## config.mk

```make
export PLATFORM = sky130hd
export DESIGN_NAME = cq_ctrl
export DESIGN_NICKNAME = d
export VERILOG_FILES = /design/src/rtl/cq_pkg.sv /design/src/rtl/cq_ptr.sv /design/src/rtl/cq_ctrl.sv
export SDC_FILE = /design/constraint.sdc
export NUM_CORES = 1
export LEC_CHECK = 0
export ABC_AREA = 1
export BUFFER_PORTS_ARGS = -buffer_cell sky130_fd_sc_hd__buf_2
export CAP_MARGIN = 10
export CORE_MARGIN = 2
export CORE_UTILIZATION = 38
export DETAILED_ROUTE_END_ITERATION = 8
export PLACE_DENSITY = 0.81
export SETUP_SLACK_MARGIN = 0.3
export SLEW_MARGIN = 30
export SYNTH_ARGS = -nofsm -noshare
export SYNTH_HDL_FRONTEND = slang
export SYNTH_SLANG_ARGS = --single-unit
export TNS_END_PERCENT = 10
```

## constraint.sdc

```tcl
create_clock -name clk -period 2.6 [get_ports clk]
set_input_delay 0.52 -clock clk [delete_from_list [all_inputs] [get_ports clk]]
set_output_delay 0.52 -clock clk [all_outputs]
set_load 0.01 [all_outputs]
```

## src/rtl/cq_pkg.sv

```systemverilog
// Shared constants and types for the circular-queue controller (cq_ctrl, cq_ptr).
// The optional sticky misuse flag is enabled by defining CQ_ERR_STICKY_EN.
package cq_pkg;

  localparam int CQ_DW    = 16;
  localparam int CQ_AW    = 3;
  localparam int CQ_DEPTH = 8;

  typedef logic [CQ_AW-1:0] cq_ptr_t;
  typedef logic [CQ_AW:0]   cq_cnt_t;
  typedef logic [CQ_DW-1:0] cq_data_t;

  // What the occupancy counter does on the next edge.
  typedef enum logic [1:0] {
    CNT_HOLD = 2'd0,
    CNT_INC  = 2'd1,
    CNT_DEC  = 2'd2,
    CNT_CLR  = 2'd3
  } cnt_op_e;

endpackage

```

## src/rtl/cq_ptr.sv

```systemverilog
// Wrapping queue pointer: advances on inc, rolls DEPTH-1 -> 0,
// synchronous clear on clr (priority over inc), asynchronous active-high reset.
module cq_ptr
  import cq_pkg::*;
#(
  parameter int AW    = CQ_AW,
  parameter int DEPTH = CQ_DEPTH
) (
  input  logic          clk,
  input  logic          reset,
  input  logic          clr,
  input  logic          inc,
  output logic [AW-1:0] ptr
);

  localparam logic [AW-1:0] LAST = AW'(DEPTH - 1);

  // NOTE: state registers use non-blocking assignments so every flop samples
  // pre-edge values regardless of process evaluation order.
  always_ff @(posedge clk or posedge reset) begin
    if (reset) begin
      ptr <= '0;
    end else if (clr) begin
      ptr <= '0;
    end else if (inc) begin
      ptr <= (ptr == LAST) ? '0 : ptr + AW'(1);
    end
  end

endmodule

```

## src/rtl/cq_ctrl.sv

```systemverilog
// Circular-queue controller driving reg_alu's register file as queue storage.
// Define CQ_ERR_STICKY_EN to enable the sticky misuse flag on err.
module cq_ctrl
  import cq_pkg::*;
#(
  parameter int DW    = CQ_DW,
  parameter int AW    = CQ_AW,
  parameter int DEPTH = CQ_DEPTH
) (
  input  logic          clk,
  input  logic          reset,
  input  logic          flush,
  input  logic          push_valid,
  output logic          push_ready,
  input  logic [DW-1:0] push_data,
  output logic          pop_valid,
  input  logic          pop_ready,
  output logic [DW-1:0] pop_data,
  output logic [AW:0]   count,
  output logic          full,
  output logic          empty,
  output logic          err,
  output logic          rf_wr,
  output logic          rf_sel,
  output logic [AW-1:0] rf_wr_addr,
  output logic [AW-1:0] rf_rd_addr,
  output logic [DW-1:0] rf_din,
  input  logic [DW-1:0] rf_dout
);

  localparam logic [AW:0] CNT_FULL = (AW + 1)'(DEPTH);

  logic    push_fire;
  logic    pop_fire;
  cnt_op_e cnt_op;

  // Full/empty come from the count because head == tail in both cases.
  assign full       = (count == CNT_FULL);
  assign empty      = (count == '0);
  assign push_ready = ~full;
  assign pop_valid  = ~empty;

  assign push_fire  = push_valid & push_ready;
  assign pop_fire   = pop_valid & pop_ready;

  // Flush suppresses the write so a discarded entry never lands in the file.
  assign rf_wr      = push_fire & ~flush & ~reset;
  assign rf_sel     = 1'b0;
  assign rf_din     = push_data;
  assign pop_data   = rf_dout;

  cq_ptr #(
    .AW   (AW),
    .DEPTH(DEPTH)
  ) u_tail (
    .clk  (clk),
    .reset(reset),
    .clr  (flush),
    .inc  (push_fire),
    .ptr  (rf_wr_addr)
  );

  cq_ptr #(
    .AW   (AW),
    .DEPTH(DEPTH)
  ) u_head (
    .clk  (clk),
    .reset(reset),
    .clr  (flush),
    .inc  (pop_fire),
    .ptr  (rf_rd_addr)
  );

  // NOTE: every variable written in always_comb gets a default first, so no
  // path leaves it unassigned and no latch is inferred.
  always_comb begin
    cnt_op = CNT_HOLD;
    if (flush) begin
      cnt_op = CNT_CLR;
    end else if (push_fire && !pop_fire) begin
      cnt_op = CNT_INC;
    end else if (pop_fire && !push_fire) begin
      cnt_op = CNT_DEC;
    end
  end

  always_ff @(posedge clk or posedge reset) begin
    if (reset) begin
      count <= '0;
    end else begin
      unique case (cnt_op)
        CNT_INC:  count <= count + (AW + 1)'(1);
        CNT_DEC:  count <= count - (AW + 1)'(1);
        CNT_CLR:  count <= '0;
        default:  count <= count;
      endcase
    end
  end

`ifdef CQ_ERR_STICKY_EN
  // Misuse is judged on the offer, not the fire: pushing at full or popping
  // while empty. Only reset clears it; flush leaves it alone.
  always_ff @(posedge clk or posedge reset) begin
    if (reset) begin
      err <= 1'b0;
    end else if ((push_valid && full) || (pop_ready && empty)) begin
      err <= 1'b1;
    end
  end
`else
  assign err = 1'b0;
`endif

endmodule
```

## Yosys cells after proc, flatten, opt, wreduce, memory -nomap -nowiden

Cells that the tools add are included.

- $add $sub $neg: 4
- Multipliers: 0
- Divide/modulo/power cells: 0
- $lt $le $gt $ge: 0
- Equal/unequal tests: 6
- Shifts and indexed selects: 0
- Muxes and demuxes: 10
- Bitwise operators: 8
- Reductions and logical operators: 8

Operators by type and width:

| kind | count |
|---|---|
| $mux 3 | 6 |
| $pmux 4 s3 | 1 |
| $add 3x1->3 const B | 2 |
| $eq 3x3->1 const B | 2 |
| $mux 2 | 3 |
| $add 4x1->4 const B | 1 |
| $and 1x1->1 | 4 |
| $eq 2x2->1 const B | 2 |
| $eq 4x4->1 const B | 1 |
| $logic_not 4->1 | 1 |
| $not 1->1 | 4 |
| $reduce_bool 2->1 | 2 |
| $sub 4x1->4 const B | 1 |
| $reduce_bool 3->1 | 1 |
| $eq 2x1->1 const B | 1 |
| $logic_and 1x1->1 | 2 |
| $logic_not 1->1 | 2 |

- Register bits after elaboration: 10
- Bits in latches: 0
- Memory bits (writable): 0
- Bits in read-only memories: 0
- Input port bits: 37
- Output and inout port bits: 49
- Logic and storage cells: 39
- Memories: 0

## Depth between registers and ports, before layout

- Depth in word-level cells: 10
- Mapped depth: 15
- Depth with buffers taken out: 15

## Cells and area by module

Synthesis repeated with hierarchy kept, for this count alone.

- Cell total of the unflattened synthesis: 127
- Area, all modules: 967.2 um^2

By module, submodules not included:

| module | times used | cells each | area an instance (um^2) | sequential area each (um^2) |
|---|---|---|---|---|
| cq_ctrl | 1 | 87 | 644.4 | 100.1 |
| cq_ptr at u_head | 1 | 20 | 163.9 | 75.1 |
| cq_ptr at u_tail | 1 | 20 | 158.9 | 75.1 |

## Least setup slack after synthesis

No wires, ideal clock.

- Kind: reg-to-reg
- Start: register count[0]
- End: register count[3]
- Setup time: 0.117 ns
- Arrival: 1.900 ns
- Path slack: 0.583 ns
- Stages on the path, launching flop included: 15
- Buffers on the path: 0
- Cell sequence: dfrtp_1 -> nor2_4 -> nand2_4 -> nand2_4 -> nand2_2 -> nor2_2 -> ha_1 -> a21oi_1 -> nand2_1 -> nand2_1 -> nand2_1 -> inv_1 -> nand2_1 -> nand3_1 -> nand2_1

- Word-level cells in the longest chain between the ends: 10

RTL lines:

| item | RTL line | RTL |
|---|---|---|
| start, declared | cq_ctrl.sv:19 | `output logic [AW:0] count,` |
| start signal, assigned | cq_ctrl.sv:92 | `CNT_INC: count <= count + (AW + 1)'(1);` |
| start signal, assigned | cq_ctrl.sv:93 | `CNT_DEC: count <= count - (AW + 1)'(1);` |
| start signal, assigned | cq_ctrl.sv:95 | `default: count <= count;` |
| $eq 4x4->1 (*) | cq_ctrl.sv:38 | `assign full = (count == CNT_FULL);` |
| $not 1->1 (*) | cq_ctrl.sv:40 | `assign push_ready = ~full;` |
| named net push_ready | cq_ctrl.sv:14 | `output logic push_ready,` |
| $and 1x1->1 (*) | cq_ctrl.sv:43 | `assign push_fire = push_valid & push_ready;` |
| $logic_not 1->1 | cq_ctrl.sv:82 | `end else if (pop_fire && !push_fire) begin` |
| $logic_and 1x1->1 | cq_ctrl.sv:82 |  |
| $mux 2 | cq_ctrl.sv:82 |  |
| $mux 2 (*) | cq_ctrl.sv:80 | `end else if (push_fire && !pop_fire) begin` |
| $mux 2 (*) | cq_ctrl.sv:78 | `if (flush) begin` |
| $eq 2x2->1 or $eq 2x1->1 (tied branches) | cq_ctrl.sv:91 | `unique case (cnt_op)` |
| $pmux 4 s3 or $reduce_bool 3->1 (tied branches) | n/a |  |

Mark *: on every way through the listed nets, which the timed path passes. The rest lies on a longest branch.
A chain may end at the register's enable or synchronous reset.

## Worst setup path after layout

- Start: register count[1]
- End: register count[3]

- Word-level cells in the longest chain between the ends: 10

RTL lines:

| item | RTL line |
|---|---|
| $eq 4x4->1 | cq_ctrl.sv:38 |
| $not 1->1 | cq_ctrl.sv:40 |
| $and 1x1->1 | cq_ctrl.sv:43 |
| $logic_not 1->1 | cq_ctrl.sv:82 |
| $logic_and 1x1->1 | cq_ctrl.sv:82 |
| $mux 2 | cq_ctrl.sv:82 |
| $mux 2 | cq_ctrl.sv:80 |
| $mux 2 | cq_ctrl.sv:78 |
| $eq 2x2->1 or $eq 2x1->1 (tied branches) | cq_ctrl.sv:91 |
| $pmux 4 s3 or $reduce_bool 3->1 (tied branches) | n/a |

Parallel ways exist; a longest one is shown, timed or not.

==> impl_metrics.json <==
{
  "status": "finished, final reports clean",
  "ys_warn_count": 0,
  "dp.cells": 133,
  "cp-end-kind": "flip-flop",
  "clk_latency_ns": 0.28,
  "rrSetupSlack_ns": 0.51,
  "finalHoldViolations": 0,
  "max_stage_delay_ns": 0.46,
  "worstPathCellList": "nor2_4 -> nand2_4 -> nand2_4 -> nand2_2 -> nor2_2 -> ha_1 -> a21oi_2 -> nand2_1 -> nand2_1 -> nand2_1 -> inv_1 -> nand2_1 -> nand3_1 -> nand2_1",
  "fmax_ghz": 0.479,
  "finClkSkew_ns": 0.00701,
  "area_growth_pct": -8.45,
  "core_area_um2": 2450,
  "multi_input_area_um2": 434,
  "netlist_instances": 117,
  "whs_ns": 0.227,
  "cts_root_buf": "clkbuf_4",
  "r2r-end": "count[3]",
  "clk_path_buf_depth": 2,
  "reg2reg_depth": 14,
  "ys_seq_elements": 10,
  "die_h_um": 54.7,
  "dr.pass1.iters": 4,
  "grt_pass1_vias": 656,
  "cap_violations": 0,
  "p_per_area_nw_per_um2": 548,
  "drcViolationCount": 0,
  "regToRegStartpoint": "count[1]",
  "period_needed_ns": 2.09,
  "htree_levels": 1,
  "grt.total_usage_pct": 13.2,
  "crit_path_top_delay_cell": "dfrtp_1",
  "holdCritPathClass": "in2async",
  "p_clk_share_pct": 23.0,
  "regArea_um2": 253,
  "io_pins": 86,
  "dieArea_um2": 2990,
  "p_int_uw": 296,
  "synthDistinctLibCells": 24,
  "syn_area_um2": 977,
  "criticalPathCategory": "reg2reg",
  "swShare_pct": 39.5,
  "worst-path-buf-inv": 1,
  "final-max-slew-violation-count": 0,
  "worst-path-stages": 14,
  "hpwlAfterDp_mm": 1.43,
  "setup.worst_path.start_class": "flip-flop",
  "dr_total_vias": 679,
  "final.fill_count": 264,
  "switchingPower_uw": 194,
  "clkTransAtPathRegs_ns": 0.07,
  "fin_nets": 153,
  "vias_per_cell": 4.96,
  "grt_max_degree": 11,
  "pwr-share-seq_pct": 40.0,
  "drive_gt1_share_pct": 39.3,
  "cts_tree": "done",
  "arrival_ns": 2.26,
  "cp.required_ns": 2.77,
  "ir_worst_vdd_uv": 181,
  "ant_nets": 0,
  "grt_pass1_wl_mm": 2.79,
  "wirelength_mm": 1.81,
  "period_share_pct": 80.3,
  "drt_iter0_drc": 11,
  "fin_cells": 137,
  "crit_family": "simple AND/OR/NAND/NOR gates",
  "rows": 18,
  "place.port_buffers": 19,
  "gp_congestion": 0.762,
  "synth.avg_cell_area_um2": 8.35,
  "die_width_um": 54.7,
  "antenna_found_initial": 0,
  "clkSinkCount": 10,
  "overflow": 0,
  "p_leak_nw": 0.511,
  "postCtsHoldBufs": 0,
  "floorplan.initialDensity_pct": 39.8,
  "comb_power_share_pct": 37.0,
  "crit_path_frequent_cell": "nand2_1",
  "antennaDiodeCount": 0,
  "grt_setup_unrepaired": "false",
  "avgRoutedWirePerCell_um": 13.2,
  "cts_inserted_buffers": 3,
  "fin_tns_setup_ns": 0,
  "setup_viol": 0,
  "yosysSeqAreaShare_pct": 25.6,
  "path_max_fanout": 5
}
==> Yosys cell counts (all sizes together) <==
cell | n | share of area [%]
buf | 34 | 26
nand2 | 19 | 12
nand3 | 14 | 7.7
inv | 12 | 4.6
dfrtp | 10 | 26
nor2 | 7 | 4.7
o21ai | 7 | 4.0
ha | 6 | 7.7
a21oi | 3 | 3.1
conb | 1 | 0.38
fa | 1 | 2.0
nand4 | 1 | 0.64
o31ai | 1 | 0.77
xor2 | 1 | 0.90
==> how the worst max path moves through the flow <==
stage                         from        to  slack [ns]
after global placement    count[0]  count[3]        0.53
after floorplan           count[0]  count[3]        0.58
final                     count[1]  count[3]        0.51
after global routing      count[1]  count[3]        0.29
after CTS                 count[0]  count[3]        0.41
after detailed placement  count[0]  count[3]        0.42
==> through the flow <==
| step | setup slack, ns | util (%) | total power, mW | instance area (um^2) |
|---|---|---|---|---|
| floorplan | 0.583 | - | 0.368 | 981 |
| global placement | 0.525 | 35.0 | 0.366 | 858 |
| detailed placement | 0.421 | 35.0 | 0.375 | 858 |
| CTS | 0.412 | 35.9 | 0.484 | 881 |
| global route | 0.290 | 36.4 | 0.525 | 895 |
| finish | 0.513 | 36.4 | 0.490 | 895 |
==> layout by cell type (no fill, tap or decap), types with 2 or more instances in the layout <==
cell type  count
nand3_1       13
nand2_2        2
inv_2          2
ha_1           6
a21oi_2        2
dfrtp_2        2
nand2_1       13
nor2_2         2
dfrtp_1        8
nand2_4        3
clkbuf_4       3
o21ai_0        6
nor2_4         2
buf_2         19
inv_1         10
nor2_1         3
conb_1         2
==> layer usage <==
layer | GRT usage, % | vias up | routed length (um)
met5 | 0 | - | 0
li1 | - | 318 | -
met2 | 21.4 | 44 | 906
met3 | 4.64 | 11 | 209
met1 | 13.7 | 306 | 622
met4 | 10.4 | 0 | 68
==> cell families after synthesis <==
kind of cell / synth area share [%]
buffers and inverters: 30.7
AND/OR/NAND/NOR: 24.8
AO/OA/AOI/OAI: 7.81
flip-flops: 25.6
adder cells (fa/ha/maj): 9.73
XOR/XNOR: 0.896
other: 0.384
==> power groups by stage <==
stage               combinational, mW  sequential (mW)  clock [mW]
global route                    0.206            0.199       0.120
floorplan                       0.165            0.203           0
CTS                             0.177            0.196       0.112
global placement                0.169            0.197           0
detailed placement              0.176            0.199           0
finish                          0.181            0.196       0.113
==> timing repair <==
| action | 4_1_cts | 5_1_grt |
|---|---|---|
| gates resized for setup | 0 | 3 |
| endpoints found under the setup margin | 0 | 1 |
| buffers inserted | 0 | 1 |
==> state kept, by name (all words and copies together) (netlist names) <==
name	flops
count	4
u_head.ptr	3
u_tail.ptr	3
==> layout make-up <==
| type | count | area share [%] |
|---|---|---|
| Clock buffer | 3 | 2.52 |
| Multi-Input combinational cell | 62 | 48.5 |
| Sequential cell | 10 | 28.3 |
| Timing Repair Buffer | 20 | 11.5 |
| Tap cell | 30 | 4.20 |
| Inverter | 12 | 5.03 |
==> worst reg2reg max path, stage by stage, from the launching register on <==
cell     delay, ns
dfrtp_1       0.46
nor2_4        0.17
nand2_4       0.09
nand2_4       0.09
nand2_2       0.08
nor2_2        0.18
ha_1          0.31
a21oi_2       0.17
nand2_1       0.06
nand2_1       0.06
nand2_1       0.07
inv_1         0.06
nand2_1       0.05
nand3_1       0.08
nand2_1       0.06
(Power assumes the default switching activity.)
